File: src/rtl/imem_loader.sv
// -----------------------------------------------------------------------------
// imem_loader
//   Writer side of the instruction-memory interface. It accepts a byte stream
//   over a valid/ready handshake and packs every 4 bytes into a little-endian
//   32-bit word, with the first byte in the LSB. Each word is written to
//   consecutive word addresses starting at 0. The core fetch enable (cpu_en)
//   stays low while loading and rises once the whole program has been written.
//
// Ports
//   clk        : system clock, all state changes on the rising edge
//   rst        : synchronous active-high reset, highest priority
//   start      : one-cycle load request, honoured only in IDLE or DONE
//   len        : number of words to load, latched on an accepted start
//   byte_valid : byte_data carries a program byte this cycle
//   byte_data  : incoming program byte
//   byte_ready : loader can take a byte (registered)
//   mem_we     : instruction-memory write strobe, one cycle per word
//   mem_addr   : word address of the write
//   mem_wdata  : assembled 32-bit instruction word
//   cpu_en     : fetch enable to the core, high only in DONE
//   busy       : high while collecting bytes or writing a word
//   done       : high in DONE
//   err        : sticky flag, set when a start carries len > DEPTH
// -----------------------------------------------------------------------------
module imem_loader #(
  parameter int ADDR_W = 5,
  parameter int DEPTH  = 32
) (
  input  logic              clk,
  input  logic              rst,
  input  logic              start,
  input  logic [ADDR_W:0]   len,
  input  logic              byte_valid,
  input  logic [7:0]        byte_data,
  output logic              byte_ready,
  output logic              mem_we,
  output logic [ADDR_W-1:0] mem_addr,
  output logic [31:0]       mem_wdata,
  output logic              cpu_en,
  output logic              busy,
  output logic              done,
  output logic              err
);

  typedef enum logic [1:0] {
    S_IDLE    = 2'd0,
    S_COLLECT = 2'd1,
    S_WRITE   = 2'd2,
    S_DONE    = 2'd3
  } state_t;

  localparam logic [ADDR_W:0] DEPTH_L = DEPTH[ADDR_W:0];

  state_t              state_r;
  state_t              next_state_s;

  logic [1:0]          byte_cnt_r;
  logic [ADDR_W:0]     word_cnt_r;
  logic [ADDR_W:0]     len_r;
  logic [23:0]         word_r;      // bytes 0..2 of the word being assembled
  logic [ADDR_W-1:0]   mem_addr_r;
  logic [31:0]         mem_wdata_r;
  logic                err_r;

  logic                byte_ready_r;
  logic                mem_we_r;
  logic                cpu_en_r;
  logic                busy_r;
  logic                done_r;

  logic                start_seen_s;
  logic                len_bad_s;
  logic                accept_s;
  logic                last_byte_s;
  logic                last_word_s;
  logic [ADDR_W:0]     word_cnt_inc_s;

  logic                byte_ready_s;
  logic                mem_we_s;
  logic                busy_s;
  logic                done_s;

  // A start is only looked at when no load is in flight.
  assign start_seen_s   = start && ((state_r == S_IDLE) || (state_r == S_DONE));
  assign len_bad_s      = (len > DEPTH_L);
  assign accept_s       = (state_r == S_COLLECT) && byte_valid && byte_ready_r;
  assign last_byte_s    = (byte_cnt_r == 2'd3);
  assign word_cnt_inc_s = word_cnt_r + {{ADDR_W{1'b0}}, 1'b1};
  assign last_word_s    = (word_cnt_inc_s == len_r);

  // State register.
  always_ff @(posedge clk) begin
    if (rst) begin
      state_r <= S_IDLE;
    end else begin
      state_r <= next_state_s;
    end
  end

  // Next-state decode.
  always_comb begin
    next_state_s = state_r;
    case (state_r)
      S_IDLE, S_DONE: begin
        if (start_seen_s) begin
          if (len_bad_s) begin
            next_state_s = S_IDLE;
          end else if (len == {(ADDR_W+1){1'b0}}) begin
            next_state_s = S_DONE;
          end else begin
            next_state_s = S_COLLECT;
          end
        end else begin
          next_state_s = state_r;
        end
      end
      S_COLLECT: begin
        if (accept_s && last_byte_s) begin
          next_state_s = S_WRITE;
        end else begin
          next_state_s = S_COLLECT;
        end
      end
      S_WRITE: begin
        if (last_word_s) begin
          next_state_s = S_DONE;
        end else begin
          next_state_s = S_COLLECT;
        end
      end
      default: begin
        next_state_s = S_IDLE;
      end
    endcase
  end

  // Output decode from the upcoming state so the flops below present
  // outputs that line up with the state they describe.
  always_comb begin
    byte_ready_s = 1'b0;
    mem_we_s     = 1'b0;
    busy_s       = 1'b0;
    done_s       = 1'b0;
    case (next_state_s)
      S_COLLECT: begin
        byte_ready_s = 1'b1;
        busy_s       = 1'b1;
      end
      S_WRITE: begin
        mem_we_s = 1'b1;
        busy_s   = 1'b1;
      end
      S_DONE: begin
        done_s = 1'b1;
      end
      default: begin
        byte_ready_s = 1'b0;
        mem_we_s     = 1'b0;
        busy_s       = 1'b0;
        done_s       = 1'b0;
      end
    endcase
  end

  // Output flops.
  always_ff @(posedge clk) begin
    if (rst) begin
      byte_ready_r <= 1'b0;
      mem_we_r     <= 1'b0;
      busy_r       <= 1'b0;
      done_r       <= 1'b0;
      cpu_en_r     <= 1'b0;
    end else begin
      byte_ready_r <= byte_ready_s;
      mem_we_r     <= mem_we_s;
      busy_r       <= busy_s;
      done_r       <= done_s;
      cpu_en_r     <= done_s;
    end
  end

  // Datapath: length latch, counters, byte packing, write address/data, err.
  always_ff @(posedge clk) begin
    if (rst) begin
      byte_cnt_r  <= 2'd0;
      word_cnt_r  <= {(ADDR_W+1){1'b0}};
      len_r       <= {(ADDR_W+1){1'b0}};
      word_r      <= 24'd0;
      mem_addr_r  <= {ADDR_W{1'b0}};
      mem_wdata_r <= 32'd0;
      err_r       <= 1'b0;
    end else begin
      if (start_seen_s) begin
        if (len_bad_s) begin
          err_r <= 1'b1;
        end else begin
          err_r      <= 1'b0;
          len_r      <= len;
          word_cnt_r <= {(ADDR_W+1){1'b0}};
          byte_cnt_r <= 2'd0;
        end
      end

      if (accept_s) begin
        byte_cnt_r <= byte_cnt_r + 2'd1;
        case (byte_cnt_r)
          2'd0: word_r[7:0]   <= byte_data;
          2'd1: word_r[15:8]  <= byte_data;
          2'd2: word_r[23:16] <= byte_data;
          default: begin
            // Fourth byte goes straight into the write data.
            mem_addr_r  <= word_cnt_r[ADDR_W-1:0];
            mem_wdata_r <= {byte_data, word_r};
          end
        endcase
      end

      if (state_r == S_WRITE) begin
        word_cnt_r <= word_cnt_inc_s;
      end
    end
  end

  assign byte_ready = byte_ready_r;
  assign mem_we     = mem_we_r;
  assign mem_addr   = mem_addr_r;
  assign mem_wdata  = mem_wdata_r;
  assign cpu_en     = cpu_en_r;
  assign busy       = busy_r;
  assign done       = done_r;
  assign err        = err_r;

endmodule

File: config.mk
export PLATFORM = sky130hd
export DESIGN_NAME = imem_loader
export DESIGN_NICKNAME = d
export VERILOG_FILES = /design/src/rtl/imem_loader.sv
export SDC_FILE = /design/constraint.sdc
export NUM_CORES = 1
export LEC_CHECK = 0
export ABC_AREA = 1
export CORE_AREA = 2 2 85 87
export CTS_BUF_LIST = sky130_fd_sc_hd__clkbuf_4
export CTS_CLUSTER_SIZE = 8
export DETAILED_ROUTE_END_ITERATION = 8
export DIE_AREA = 0 0 87 89
export PLACE_DENSITY = 0.77
export SLEW_MARGIN = 40
export SYNTH_ARGS = -nofsm -noshare
export SYNTH_HDL_FRONTEND = slang
export SYNTH_SLANG_ARGS = --single-unit
File: constraint.sdc
create_clock -name clk -period 1.65 [get_ports clk]
set_input_delay 0.33 -clock clk [delete_from_list [all_inputs] [get_ports clk]]
set_output_delay 0.33 -clock clk [all_outputs]
set_load 0.1 [all_outputs]
==> metrics.md, run 1 <==
| Metric | Value |
|---|---|
| TritonCTS clock tree | `done` |
| Hold depth | `2` |
| Die extent in x | `87 um` |
| Status | `finished with violations` |
| Final Max Tran Viols | `0` |
| Final hold vios | `0` |
| Most frequent cell after synthesis | `nor2_1` |
| Number of global-route vias before repair | `around 2800` |
| Net Sw Frac | `0.346` |
| Worst-path fanout max | `3` |
| Setup crit end kind | `flip-flop` |
| Endpoints failing setup | `5` |
| Top-area cell type share of the netlist area | `0.510` |
| Design area | `4740 sq um` |
| Number of synthesized flops with an enable pin | `0` |
| Clock skew | `13.9 ps` |
| Initial antenna violation count | `0` |
| Post-route insts no fill | `584` |
| R2R setup slack | `-110 ps` |
| Post-Route Setup TNS | `-255 ps` |
| TritonCTS Buffers | `9` |
| ANT nets after route | `0` |
| Seq/Total Area, Yosys | `0.510` |
| CTS clock-pin slew for the worst setup and hold paths | `140 ps` |
| Routability cong. | `0.807` |
| Vias/cell | `approximately 5.0` |
| Number of unique standard cell types used by synthesis | `25` |
| Routed Wire Length | `7720 um` |
| Max transition margin | `0.799` |
| Routed len/inst | `between 10 and 15 um` |
| Total number of vias | `2946` |
| IO buf count | `60` |
| CP Launch Type | `flip-flop` |
| Post-synthesis cell count | `426` |
| Dpl ws | `-236 ps` |
| Clk root buf | `clkbuf_4` |
| Commonest cells post-synth | `nor2_1 (129), dfxtp_1 (82), o21ai_0 (67), nand2_1 (40), inv_1 (31)` |
| WP data arrival | `roughly 2100 ps` |
| Worst-margin pin slew | `roughly 300 ps` |
| Nets | `around 530` |
| Initial Util | `0.479` |
| Leakage power | `roughly 1.8 nW` |
| Setup ws final | `-111 ps` |
| Adder-cell area share of the yosys netlist | `0.0389` |
| Placed Cells | `565` |
| Switching power | `0.00180 W` |
| H-tree levels | `3` |
| Clk buf depth | `2` |
| Ys async rst share | `0` |
| Failing checks | `negative setup slack` |
| Number of cell rows | `30` |
| Compound-Gate Fraction of Synth Area | `0.142` |
| Hold Slack | `484 ps` |
| Initial drt markers | `154` |
| Clk_lat worst skew | `430 ps` |
| Multiplexer share of the synthesized area | `0` |
| GR Overflow Total | `0` |
| Average cell area after synthesis | `7.55 sq um` |
| Pwr Density | `1100 nW/um^2` |
| Netlist Area Pre-Place | `3220 sq um` |
| Largest net degree at the start of global routing | `57` |
| Max rail drop VDD | `1.05 mV` |
| Share of cells above drive strength 1 | `0.250` |
| Main combinational cell family by area after synthesis | `simple AND/OR/NAND/NOR gates` |
| First-pass GRT wire length | `12500 um` |
| Detailed-route DRC error count | `0` |
| Area Growth Syn to Fin | `47.3%` |
| Boundary pin count | `61` |
| Die H | `89 um` |
| Critical path class | `reg2reg` |
| Tightest Hold Check Type | `reg2reg` |
| Flop pwr share | `0.415` |
| Area contributors post-synth | `dfxtp_1 (51%), nor2_1 (15%), o21ai_0 (10%)` |
| Final period utilization | `1.07` |
| Synth area leader | `dfxtp_1` |
| Gr usage total | `0.206` |
| Warnings, synthesis | `0` |
| Part of the power in the clock network | `0.261` |
| Top_reg_cell synth | `dfxtp_1` |
| Critical Path RT | `1980 ps` |
| Final Critical Period | `1760 ps` |
| F_max | `568 MHz` |
| Synth Area in Simple Gates | `0.245` |
| Total die area | `7740 sq um` |
| Synthesized flop and latch total | `82` |
| P_int | `0.00341 W` |
| Mapped Nets | `454` |
| R2R cell count | `11` |
| Sink Count | `between 80 and 90` |
| Drt first pass iters | `4` |
| Total core area | `approximately 6700 sq um` |
| Logic gate share of total power | `0.323` |
| Final antenna diode count | `0` |
| Unrepaired setup endpoints after global routing | `true` |
| DP HPWL | `between 5000 and 6000 um` |
| Area post-placement | `4440 sq um` |
| Max cap viols | `0` |
| Xor/xnor share of the synthesized area | `0` |
## cells by family (layout without fill, tap and decap cells)
| group | after synthesis | count (layout) |
|---|---|---|
| simple gates | 193 | 193 |
| compound gates | 89 | 89 |
| flops | 82 | 82 |
| buf+inv | 52 | 130 |
| fa+ha+maj | 10 | 10 |
## registers in the layout, indices dropped and copies added, names as in the netlist
signal,flops
word_r,24
mem_wdata,32
state_r,2
byte_cnt_r,2
busy,1
byte_ready,1
done,1
mem_addr,5
err,1
mem_we,1
word_cnt_r,6
len_r,6
## path summary, 6_finish.rpt
path / from / end
hold reg to reg: len_r[1]$_SDFFE_PP0P_ / len_r[1]$_SDFFE_PP0P_
setup reg to reg: state_r[0]$_SDFF_PP0_ / mem_we$_SDFF_PP0_
setup / recovery: state_r[0]$_SDFF_PP0_ / mem_we$_SDFF_PP0_
hold / removal: len_r[1]$_SDFFE_PP0P_ / len_r[1]$_SDFFE_PP0P_
## power groups by stage
| stage | combinational (W) | sequential [W] | clock [W] |
|---|---|---|---|
| 2_1_floorplan | 0.000608 | 0.00244 | 0 |
| 3_3_place_gp | 0.00129 | 0.00220 | 0 |
| 3_5_place_dp | 0.00132 | 0.00220 | 0 |
| 4_1_cts | 0.00147 | 0.00216 | 0.00137 |
| 5_1_grt | 0.00181 | 0.00218 | 0.00145 |
| 6_report | 0.00169 | 0.00216 | 0.00136 |
## critical path: stages, from the launching register on
cell,delay (ps)
dfxtp_2,360
inv_2,40
ha_4,260
nand2_4,50
or2_4,260
nand2_4,90
inv_4,40
a21oi_4,220
inv_2,80
ha_4,160
inv_1,50
nor2_1,40
## layout by cell type (no fill, tap or decap), drive strengths merged
cell type	instances
nand3	14
ha	10
clkinvlp	2
nor2	130
or2	1
a21oi	17
clkinv	1
clkbuf	9
nand4	2
nor3	1
buf	62
dfxtp	82
o21ai	71
inv	37
o221ai	1
bufinv	2
clkdlybuf4s50	17
nand2	45
## per-layer routing
layer	share of wire	vias up	wire length (um)	track usage
met3	0.051	14	390	0.0416
met5	0	-	0	0
li1	-	1508	-	-
met2	0.52	78	4000	0.371
met4	0.021	0	165	0.0909
met1	0.41	1346	3160	0.237
## through the flow
step                      power, W  utilization
after floorplan            0.00305            -
after global placement     0.00349        0.661
after detailed placement   0.00352        0.661
after CTS                  0.00500        0.696
after global routing       0.00544        0.706
final                      0.00521        0.706
## timing repair
| item | in CTS | in global routing |
|---|---|---|
| hold buffers | 0 | 0 |
| hold endpoints to repair | 0 | 0 |
| endpoints found under the setup margin | 13 | 41 |
| gates resized for setup | 14 | 22 |
| pin swaps | 12 | 12 |
| buffers inserted | 2 | 1 |
## area by class of cell
| cell class | instances | area, sq um |
|---|---|---|
| Fill cell | 495 | 1980 |
| Sequential cell | 82 | 1650 |
| Multi-Input combinational cell | 292 | 1490 |
| Timing Repair Buffer | 79 | 1190 |
| Inverter | 35 | 136 |
| Clock inverter | 7 | 101 |
| Tap cell | 80 | 100 |
| Clock buffer | 9 | 67.6 |
Note: power is estimated with default switching activity, not from simulation.
==> run 2, diff against run 1 <==
--- a/config.mk
+++ b/config.mk
@@ -12,7 +12,7 @@
 export DETAILED_ROUTE_END_ITERATION = 8
 export DIE_AREA = 0 0 87 89
 export PLACE_DENSITY = 0.77
-export SLEW_MARGIN = 40
+export SLEW_MARGIN = 20
 export SYNTH_ARGS = -nofsm -noshare
 export SYNTH_HDL_FRONTEND = slang
 export SYNTH_SLANG_ARGS = --single-unit
==> constraint.sdc (replaced) <==
create_clock -name clk -period 1.65 [get_ports clk]
set_input_delay 0.4125 -clock clk [delete_from_list [all_inputs] [get_ports clk]]
set_output_delay 0.4125 -clock clk [all_outputs]
set_load 0.1 [all_outputs]
==> run 2 against run 1 <==
The run still ends with negative setup slack left. Die area did not move. Flip-flop and latch count is the same. Clock skew is 2.6 ps higher. Sequential share of layout area increased by 0.20 points. Combinational power shrank 8%. Fmax up 2.5%. Critical endpoint is now done$_SDFF_PP0_. Largest cell class unchanged.
==> metrics.md, run 2 (same netlist as run 1, synthesis figures left out) <==
| Metric | Value |
|---|---|
| Status | `finished with violations` |
| Failing checks | `negative setup slack` |
| H-tree levels | `3 (unchanged)` |
| Final hold vios | `0 (unchanged)` |
| Boundary pin count | `61 (unchanged)` |
| Final Max Tran Viols | `0 (unchanged)` |
| Hold depth | `2 (unchanged)` |
| Hold Buf Count CTS | `0 (unchanged)` |
| TritonCTS Buffers | `9 (unchanged)` |
| Endpoints failing setup | `3 (-2)` |
| Max transition margin | `0.730 (-0.0691)` |
| Final antenna diode count | `0 (unchanged)` |
| Critical Path RT | `2000 ps (+20 ps)` |
| CP Launch Type | `flip-flop` |
| CTS clock-pin slew for the worst setup and hold paths | `140 ps (about the same)` |
| Area Growth Syn to Fin | `46.7%` |
| Setup crit end kind | `flip-flop` |
| Share of cells above drive strength 1 | `0.249 (-0.000996)` |
| ANT nets after route | `0 (unchanged)` |
| Max rail drop VDD | `1.11 mV (+5.8%)` |
| IO buf count | `60 (unchanged)` |
| Max cap viols | `0 (unchanged)` |
| Placed Cells | `565 (unchanged)` |
| Clk root buf | `clkbuf_4` |
| Post-route insts no fill | `582 (-0.34%)` |
| Reg2reg end | `done$_SDFF_PP0_` |
| Commonest non-fill, non-tap cell in the layout | `nor2_1` |
| Total core area | `6720 sq um (unchanged)` |
| GR Overflow Total | `0 (unchanged)` |
| Sink Count | `82 (unchanged)` |
| Critical path class | `reg2reg` |
| Final Critical Period | `1720 ps (-43.7 ps)` |
| Routed Wire Length | `7540 um (-2.4%)` |
| Worst-margin pin slew | `400 ps (+99.5 ps)` |
| Number of global-route vias before repair | `2787 (-0.36%)` |
| Overall Power | `0.00509 W (-2.4%)` |
| RR Startpoint | `word_cnt_r[0]$_SDFFE_PP0P_` |
| Routability cong. | `0.833 (+3.2%)` |
| HP Start | `len_r[4]$_SDFFE_PP0P_` |
| Total die area | `7740 sq um (unchanged)` |
| WP data arrival | `2060 ps (-30 ps)` |
| Detailed-route DRC error count | `0 (unchanged)` |
| Total number of vias | `2976 (+1.0%)` |
| Vias/cell | `5.11 (+1.4%)` |
| R2R cell count | `15 (+4)` |
| CP Launch Point | `word_cnt_r[0]$_SDFFE_PP0P_` |
| Largest net degree at the start of global routing | `64 (+12%)` |
| R2R setup slack | `-70 ps (+40 ps)` |
| Drt first pass iters | `4 (unchanged)` |
| DP HPWL | `5340 um (+2.8%)` |
| Die H | `89 um (unchanged)` |
| Worst-path fanout max | `7 (+4)` |
| Leakage power | `1.84 nW (-0.22%)` |
| Setup ws final | `-67.1 ps (+43.7 ps)` |
| Final period utilization | `1.04 (-0.0265)` |
| Die extent in x | `87 um (unchanged)` |
| Fill count | `475 (-4.0%)` |
| Number of cell rows | `30 (unchanged)` |
| TritonCTS clock tree | `done` |
| Initial antenna violation count | `0 (unchanged)` |
| Initial drt markers | `115 (-25%)` |
| Routed len/inst | `12.9 um (-2.0%)` |
| First-pass GRT wire length | `12200 um (-2.6%)` |
| Clk_lat worst skew | `450 ps (+20 ps)` |
| Initial Util | `0.479 (unchanged)` |
| Max reg flops | `32 (unchanged)` |
| Footprint of the multi-input gates | `1480 sq um (-0.34%)` |
| Post-layout util | `0.703 (-0.00298)` |
| Gr usage total | `0.200 (-0.00587)` |
| F_max | `582 MHz (+2.5%)` |
| Clk buf depth | `2 (unchanged)` |
| Dpl ws | `-343 ps (-107 ps)` |
| Clock skew | `16.5 ps (+2.57 ps)` |
| Pwr Density | `1080 nW/um^2 (-2.0%)` |
| Unrepaired setup endpoints after global routing | `true` |
| Register area | `1660 sq um (+0.15%)` |
| Nets | `525 (-0.38%)` |
| WHS Endpoint | `len_r[4]$_SDFFE_PP0P_` |
| Tightest Hold Check Type | `reg2reg` |
| Most frequent cells in the layout | `nor2_1 (123), dfxtp_1 (75), o21ai_0 (65)` |
[run 2: how the worst max path moves through the flow]
stage,to,slack [ps],depth (start not counted)
after detailed placement,busy$_SDFF_PP0_,-340,7
after global routing,done$_SDFF_PP0_,-180,14
after CTS,done$_SDFF_PP0_,-90,14
final,done$_SDFF_PP0_,-70,15
after floorplan,busy$_SDFF_PP0_,-6,14
after global placement,busy$_SDFF_PP0_,-260,7
[run 2: final cells by class]
cell class                 instances  area share
tap                               80      0.0212
timing repair buffer              77       0.250
multi-input combinational        292       0.314
clock inverter                     7      0.0215
inverter                          35      0.0284
sequential                        82       0.351
clock buffer                       9      0.0143
[run 2: critical path, cell delays in order, from the launching register on]
cell,delay (ps)
dfxtp_4,390
buf_6,120
nand3_2,120
nor2_2,130
nand2_1,70
nand2_1,80
nand2_1,50
nand2_1,50
inv_1,40
nand2_1,50
nand2_1,60
nand2_2,110
inv_2,70
ha_1,190
inv_1,50
nor2_1,30
[run 2: layer usage]
layer  GRT usage  wire length [um]
met1       0.222              3120
met2       0.363              3830
met3      0.0545               464
met4      0.0810               119
met5           0                 0
[run 2: timing repair]
action,in CTS,in global routing
gates cloned,0,0
pin swaps,11,10
endpoints found under the setup margin,13,57
buffers inserted,0,1
gates resized for setup,12,22
[run 2: power breakdown]
part | switching (W) | internal [W] | total [W]
clock network | 0.000733 | 0.000629 | 0.00136
registers | 0.0000822 | 0.00209 | 0.00217
logic | 0.000912 | 0.000642 | 0.00155
[run 2: stage by stage]
stage          TNS, ps  area [sq um]  hold slack [ps]
2_1_floorplan    -6.05          3250              443
3_3_place_gp     -8320          4440              454
3_5_place_dp    -11310          4440              463
4_1_cts           -274          4650              481
5_1_grt           -768          4720              506
6_report          -172          4720              484
